### src/rtl/hazard_stall_ctrl.sv
// Decode-stage stall/flush control: Tuse/Tnew data hazards, mult/div busy
// sequencing, and a saturating stall-cycle counter for CPI measurement.
module hazard_stall_ctrl #(
  parameter int MULT_CYC = 5,
  parameter int DIV_CYC  = 10,
  parameter int CNT_W    = 32
) (
  input  logic             CLK,
  input  logic             Reset,
  input  logic [4:0]       RS_D,
  input  logic [4:0]       RT_D,
  input  logic [1:0]       TuseRS_D,
  input  logic [1:0]       TuseRT_D,
  input  logic             MDUse_D,
  input  logic [4:0]       WriteRd_E,
  input  logic             RegWrite_E,
  input  logic [1:0]       TnewE,
  input  logic [4:0]       WriteRd_M,
  input  logic             RegWrite_M,
  input  logic [1:0]       TnewM,
  input  logic             MDStart_E,
  input  logic             MDIsDiv_E,
  output logic             Stall,
  output logic             FlushE,
  output logic             md_busy,
  output logic [CNT_W-1:0] stall_cnt
);

  localparam int MW = $clog2(DIV_CYC + 1);

  localparam logic [0:0] IDLE = 1'b0;
  localparam logic [0:0] BUSY = 1'b1;

  localparam logic [MW-1:0] DIV_LD = MW'(DIV_CYC - 1);
  localparam logic [MW-1:0] MUL_LD = MW'(MULT_CYC - 1);
  localparam logic [MW-1:0] MD_ONE = MW'(1);
  localparam logic [CNT_W-1:0] CNT_ONE = CNT_W'(1);

  logic [0:0]    state;
  logic [MW-1:0] md_cnt;
  logic          stall_rs;
  logic          stall_rt;
  logic          stall_md;
  logic          stall_any;

  // Stall while a producer's result arrives later than the consumer needs it
  always_comb begin
    stall_rs = (RS_D != 5'd0) &
      ((RegWrite_E & (WriteRd_E == RS_D) & (TuseRS_D < TnewE)) |
       (RegWrite_M & (WriteRd_M == RS_D) & (TuseRS_D < TnewM)));
    stall_rt = (RT_D != 5'd0) &
      ((RegWrite_E & (WriteRd_E == RT_D) & (TuseRT_D < TnewE)) |
       (RegWrite_M & (WriteRd_M == RT_D) & (TuseRT_D < TnewM)));
    stall_md  = MDUse_D & (md_busy | MDStart_E);
    stall_any = (stall_rs | stall_rt | stall_md) & ~Reset;
  end

  assign Stall   = stall_any;
  assign FlushE  = stall_any;
  assign md_busy = (state == BUSY);

  always_ff @(posedge CLK) begin
    if (Reset) begin
      state  <= IDLE;
      md_cnt <= '0;
    end else begin
      unique case (state)
        IDLE: begin
          if (MDStart_E) begin
            state  <= BUSY;
            md_cnt <= MDIsDiv_E ? DIV_LD : MUL_LD;
          end
        end
        BUSY: begin
          if (md_cnt != '0) md_cnt <= md_cnt - MD_ONE;
          else              state  <= IDLE;
        end
        default: state <= IDLE;
      endcase
    end
  end

  always_ff @(posedge CLK) begin
    if (Reset)
      stall_cnt <= '0;
    else if (stall_any && (stall_cnt != '1))
      stall_cnt <= stall_cnt + CNT_ONE;
  end

endmodule

### config.mk
export PLATFORM = sky130hd
export DESIGN_NAME = hazard_stall_ctrl
export DESIGN_NICKNAME = d
export VERILOG_FILES = /design/src/rtl/hazard_stall_ctrl.sv
export SDC_FILE = /design/constraint.sdc
export NUM_CORES = 1
export LEC_CHECK = 0
export ABC_AREA = 1
export BUFFER_PORTS_ARGS = -buffer_cell sky130_fd_sc_hd__buf_2
export CAP_MARGIN = 10
export CORE_UTILIZATION = 59
export DETAILED_ROUTE_END_ITERATION = 10
export GPL_TIMING_DRIVEN = 0
export PLACE_DENSITY = 0.93
export SKIP_CTS_REPAIR_TIMING = 1
export SYNTH_ARGS = -nofsm -noshare
export SYNTH_HDL_FRONTEND = slang
export SYNTH_SLANG_ARGS = --single-unit
### constraint.sdc
create_clock -name CLK -period 4.65 [get_ports CLK]
set_clock_uncertainty 0.05 [all_clocks]
set_input_delay 0.93 -clock CLK [delete_from_list [all_inputs] [get_ports CLK]]
set_output_delay 0.93 -clock CLK [all_outputs]
set_load 0.1 [all_outputs]
=== Yosys cells after proc, flatten, opt, wreduce, memory -nomap -nowiden ===
Cells that the tools add are included.

* Add/sub/neg operators: 2
* Magnitude comparators: 4
* Equal/unequal tests: 7
* Multiplexer cells: 7
* Bitwise logic cells: 19
* Reduce and logical (&&, ||, !) cells: 5

{| class="wikitable"
|+ Operator list
! cell !! number
|-
| adder 32 x 1 -> 32 bit, second input constant || 1
|-
| != test 32 bit, second input constant || 1
|-
| equality test 5 bit || 4
|-
| AND 1 bit || 12
|-
| two-way mux 4 bit || 3
|-
| nonzero test 5 bit || 2
|-
| < comparator 2 bit || 4
|-
| case mux 4 bit (2 select lines) || 1
|-
| OR 1 bit || 5
|-
| nonzero test 4 bit || 1
|-
| subtractor 4 x 1 -> 4 bit, second input constant || 1
|-
| two-way mux 1 bit || 2
|-
| != test 2 x 1 -> 1 bit, second input constant || 1
|-
| != test 2 bit, second input constant || 1
|-
| inverter 1 bit || 2
|-
| case mux 1 bit (2 select lines) || 1
|-
| AND reduction 2 bit || 1
|-
| logical AND 1 bit || 1
|}

* Flip-flop bits (word level): 37
* Bits of input ports: 35
* Output and inout port bits: 35
* Logic and storage cells: 47

=== Logic depth before layout (Yosys ltp) ===
* Word-level depth: 9
* Mapped depth: 16
* Gate-level depth less buffers: 15

=== Worst setup path before layout ===
No wires, ideal clock.

* Path type: in2out
* Start point: input port TnewE[1]
* End point: output port Stall
* Arrival: 2.959 ns
* Data required time: 3.670 ns
* Setup slack: 0.711 ns
* Stages on the path: 12
* Buffers on the path: 2
* Path through: inv_1 -> ha_1 -> a21boi_0 -> nor2_1 -> nand3_1 -> nand2_1 -> nand2_1 -> nand3_2 -> buf_2 -> nand2_1 -> inv_1 -> buf_4

* Cells in the longest elaborated chain, start to end: 7
* Elaborated cells between the ends (all ways): 11
* Classes of those cells: 2 x order compare; 9 x bitwise

{| class="wikitable"
|+ Ends and longest elaborated chain
! item !! RTL line !! source
|-
| start: declaration || 17 || <nowiki>input logic [1:0] TnewE,</nowiki>
|-
| < comparator 2 bit (on tied branches) || 49, 52 ||
|-
| AND 1 bit (on tied branches) || 49, 52 ||
|-
| OR 1 bit (on tied branches) || 49, 52 ||
|-
| AND 1 bit (on tied branches) || 48, 51 ||
|-
| OR 1 bit * (2 in a row) || 55 || <nowiki>stall_any = (stall_rs | stall_rt | stall_md) & ~Reset;</nowiki>
|-
| AND 1 bit * || 55 ||
|-
| end: declaration || 23 || <nowiki>output logic Stall,</nowiki>
|}

Mark *: on every way between the ends. The rest lies on a longest branch, timed or not.

=== Worst setup path in the final report ===
* Start point: input port TuseRS_D[1]
* End point: output port Stall

* Cells in the longest elaborated chain, start to end: 7
* Elaborated cells between the ends (all ways): 9
* Classes of those cells: 2 x order compare; 7 x bitwise

{| class="wikitable"
|+ Ends and longest elaborated chain
! item !! RTL line !! source
|-
| start: declaration || 12 || <nowiki>input logic [1:0] TuseRS_D,</nowiki>
|-
| < comparator 2 bit (on tied branches) || 49, 50 ||
|-
| AND 1 bit (on tied branches) || 49, 50 ||
|-
| OR 1 bit * || 49 || <nowiki>((RegWrite_E & (WriteRd_E == RS_D) & (TuseRS_D < TnewE)) |</nowiki>
|-
| AND 1 bit * || 48 || <nowiki>stall_rs = (RS_D != 5'd0) &</nowiki>
|-
| OR 1 bit * (2 in a row) || 55 ||
|-
| AND 1 bit * || 55 ||
|}

Marked as above.

==> impl_metrics.ini <==
[status]
status = complete, no violations

[pwr]
ir_drop_uv = 212
p_int_w = 0.000549
clkPwrFrac_pct = 37.0
seqPwrFrac_pct = 41.9
power_w = 0.000792
switching_share_pct = 30.6
power.density_nw_per_um2 = 230
leakagePower_nw = 1.92
p_comb_share_pct = 21.2
power.switching_w = 0.000243

[timing]
fmax_mhz = 264
fin_crit_sh_pct = 81.3
slew_viol_final = 0
setup_viol = 0
rsz0062_at_grt = false
finalHoldViolations = 0
worst_hold_slack_ns = 0.434
relSlewSlack_pct = 64.7
worstMarginPinSlew_ns = 0.529
period_minus_slack_ns = 3.78
setup_tns_ns = 0

[placement]
place_inst = 651
post-dp-hpwl_um = 5880
gp_congestion = 0.977
port_buffers = 68
post_dp_cell_area_um2 = 3330

[final_layout]
stdcell_count = 659
diodes = 0
syn_to_final_growth_pct = 18.6
nets = 633
drive_gt1_share_pct = 18.6
final_area_um2 = 3440
fillers = 406

[yosys]
ys_seq_area_share_pct = 25.5
ys_warn_count = 0
synth_mux_area_share_pct = 0
syn-cell-area_um2 = 2900
synth_cell_types = 25
synth-compound-area-share_pct = 3.97
synthSimpleGateAreaFrac_pct = 51.3
synth-seq-cells = 37
synthAdderAreaFrac_pct = 3.02
synth.avg_cell_area_um2 = 5.62
netlist_instances = 516
synth_top_family_by_area = simple AND/OR/NAND/NOR gates
synth-xor-area-share_pct = 1.51
synth_nets = 558

[global_route]
grt_max_degree = 12
grt_pass1_vias = 3175
grt_overflow_total = 0
grt_pass1_wl_um = 13100
antenna_found_initial = 0
grt_use_total_pct = 31.0

[detailed_routing]
dr.pass1.iters = 5
vias = 3437
wirelength_um = 7660
drc = 0
wl_per_cell_um = 11.6
drtIter0Drc = 302
final_antenna_net_count = 0
post_drt_via_cell_ratio = 5.22

[die]
start_util_pct = 61.4
die_x_um = 72.1
io_pins = 70
die-height_um = 72.1
fp-row-count = 25
dieArea_um2 = 5200
core-area_um2 = 4720

[clock_tree]
clock_path_buffers = 2
cts.sinks = 37
cts_root_buf = clkbuf_8
cts_tree = yes
clkLatencyLatePin_ns = 0.29
clk_pin_slew_ns = 0.07
htree_levels = 2
cts_buffers = 5

[setup_path]
cp-end-kind = output pin
worst-setup-path-type = input pin to output pin
crit_fanout = 10
start_kind = input pin
cp.required_ns = 3.67
arrival_ns = 2.80

[job]
max_cap_viol_count = 0

[hold_path]
hold_class = register to register
==> cell type report <==
class                           instances  area, µm²  area share, %
Inverter                               96        360           10.5
Buffer                                 12       65.1           1.89
Clock inverter                          1       30.0          0.872
Tap cell                               67       83.8           2.44
Clock buffer                            7       86.3           2.51
Multi-Input combinational cell        371       1740           50.4
Sequential cell                        37        741           21.5
Timing Repair Buffer                   68        340           9.89
==> logic make-up after synthesis <==
family          after synthesis
xor+xnor                      5
fa+ha+maj                     7
simple gates                337
flops                        37
compound gates               22
buf+inv                     108
==> cells in the mapped netlist <==
cell type / number / share of area [%]
nand3b_4: 1 / 0.69
nand4_2: 1 / 0.43
nand2_2: 3 / 0.65
dfxtp_1: 37 / 26
xnor2_1: 2 / 0.60
buf_6: 1 / 0.39
buf_2: 7 / 1.2
nor3_1: 8 / 1.4
nand4_1: 14 / 3.0
nand3_2: 5 / 1.7
nor2_2: 6 / 1.3
o21ai_0: 7 / 1.2
nand3_4: 1 / 0.60
xor2_1: 3 / 0.91
clkbuf_1: 3 / 0.39
inv_2: 5 / 0.65
nand2_1: 177 / 23
nor2_1: 72 / 9.3
a21boi_0: 2 / 0.52
nor2_4: 4 / 1.6
inv_1: 91 / 12
nand3_1: 45 / 7.8
a21oi_1: 13 / 2.2
ha_1: 7 / 3.0
buf_4: 1 / 0.26
==> power groups by stage <==
stage	registers (W)	clock network [W]	logic, W
2_1_floorplan	0.000362	0	0.0000919
4_1_cts	0.000331	0.000296	0.000167
3_5_place_dp	0.000339	0	0.000166
6_report	0.000331	0.000293	0.000168
3_3_place_gp	0.000338	0	0.000161
5_1_grt	0.000333	0.000310	0.000185
==> routing by layer <==
metal / up-vias / routed length [µm] / share of wire (%) / GRT usage [%]
li1: 1721 / - / - / -
met1: 1535 / 3170 / 41 / 35.8
met2: 163 / 3800 / 50 / 56.3
met3: 18 / 565 / 7.4 / 5.42
met4: 0 / 128 / 1.7 / 12.6
met5: - / 0 / 0 / 0
==> metrics by stage <==
| step | setup slack [ns] | utilization, % |
|---|---|---|
| final | 0.868 | 72.9 |
| after global routing | 0.678 | 72.9 |
| after CTS | 0.875 | 72.9 |
| after detailed placement | 0.882 | 70.4 |
| after global placement | 0.910 | 70.4 |
| after floorplan | 0.711 | - |
==> cell usage in the layout (no fill, tap or decap) <==
master | netlist | layout
nand3_1 | 45 | 45
bufinv_16 | 0 | 1
clkbuf_8 | 0 | 6
inv_2 | 5 | 5
buf_6 | 1 | 1
nor2_2 | 6 | 6
nor2_1 | 72 | 72
nand4_2 | 1 | 1
nand3_4 | 1 | 1
nand2_2 | 3 | 3
clkbuf_1 | 3 | 4
buf_2 | 7 | 75
ha_1 | 7 | 7
inv_1 | 91 | 91
nor3_1 | 8 | 8
dfxtp_1 | 37 | 37
xnor2_1 | 2 | 2
nand3b_4 | 1 | 1
xor2_1 | 3 | 3
nand3_2 | 5 | 5
buf_4 | 1 | 1
o21ai_0 | 7 | 7
a21oi_1 | 13 | 13
nand4_1 | 14 | 14
nand2_1 | 177 | 177
a21boi_0 | 2 | 2
nor2_4 | 4 | 4
==> worst max-delay path: stages <==
cell and delay, ns:
buf_2 0.11, ha_1 0.29, a21boi_0 0.13, nor2_1 0.11, nand3_1 0.08, nand2_1 0.06
nand2_1 0.05, nand3_2 0.13, buf_2 0.26, nand2_1 0.07, inv_1 0.07, buf_4 0.09
buf_2 0.41
==> state kept, by name, indices dropped and copies added, names as in the netlist <==
register,count
stall_cnt,32
md_cnt,4
md_busy,1
==> final timing paths <==
path,slack [ns],endpoint,from,cells after the start
hold reg to reg,0.43,md_cnt[1],md_cnt[1],2
hold / removal,0.43,md_cnt[1],md_cnt[1],2
setup reg to reg,2.59,stall_cnt[10],stall_cnt[1],13
setup / recovery,0.87,Stall,TuseRS_D[1],13
Power figures use the tool's default switching activity.
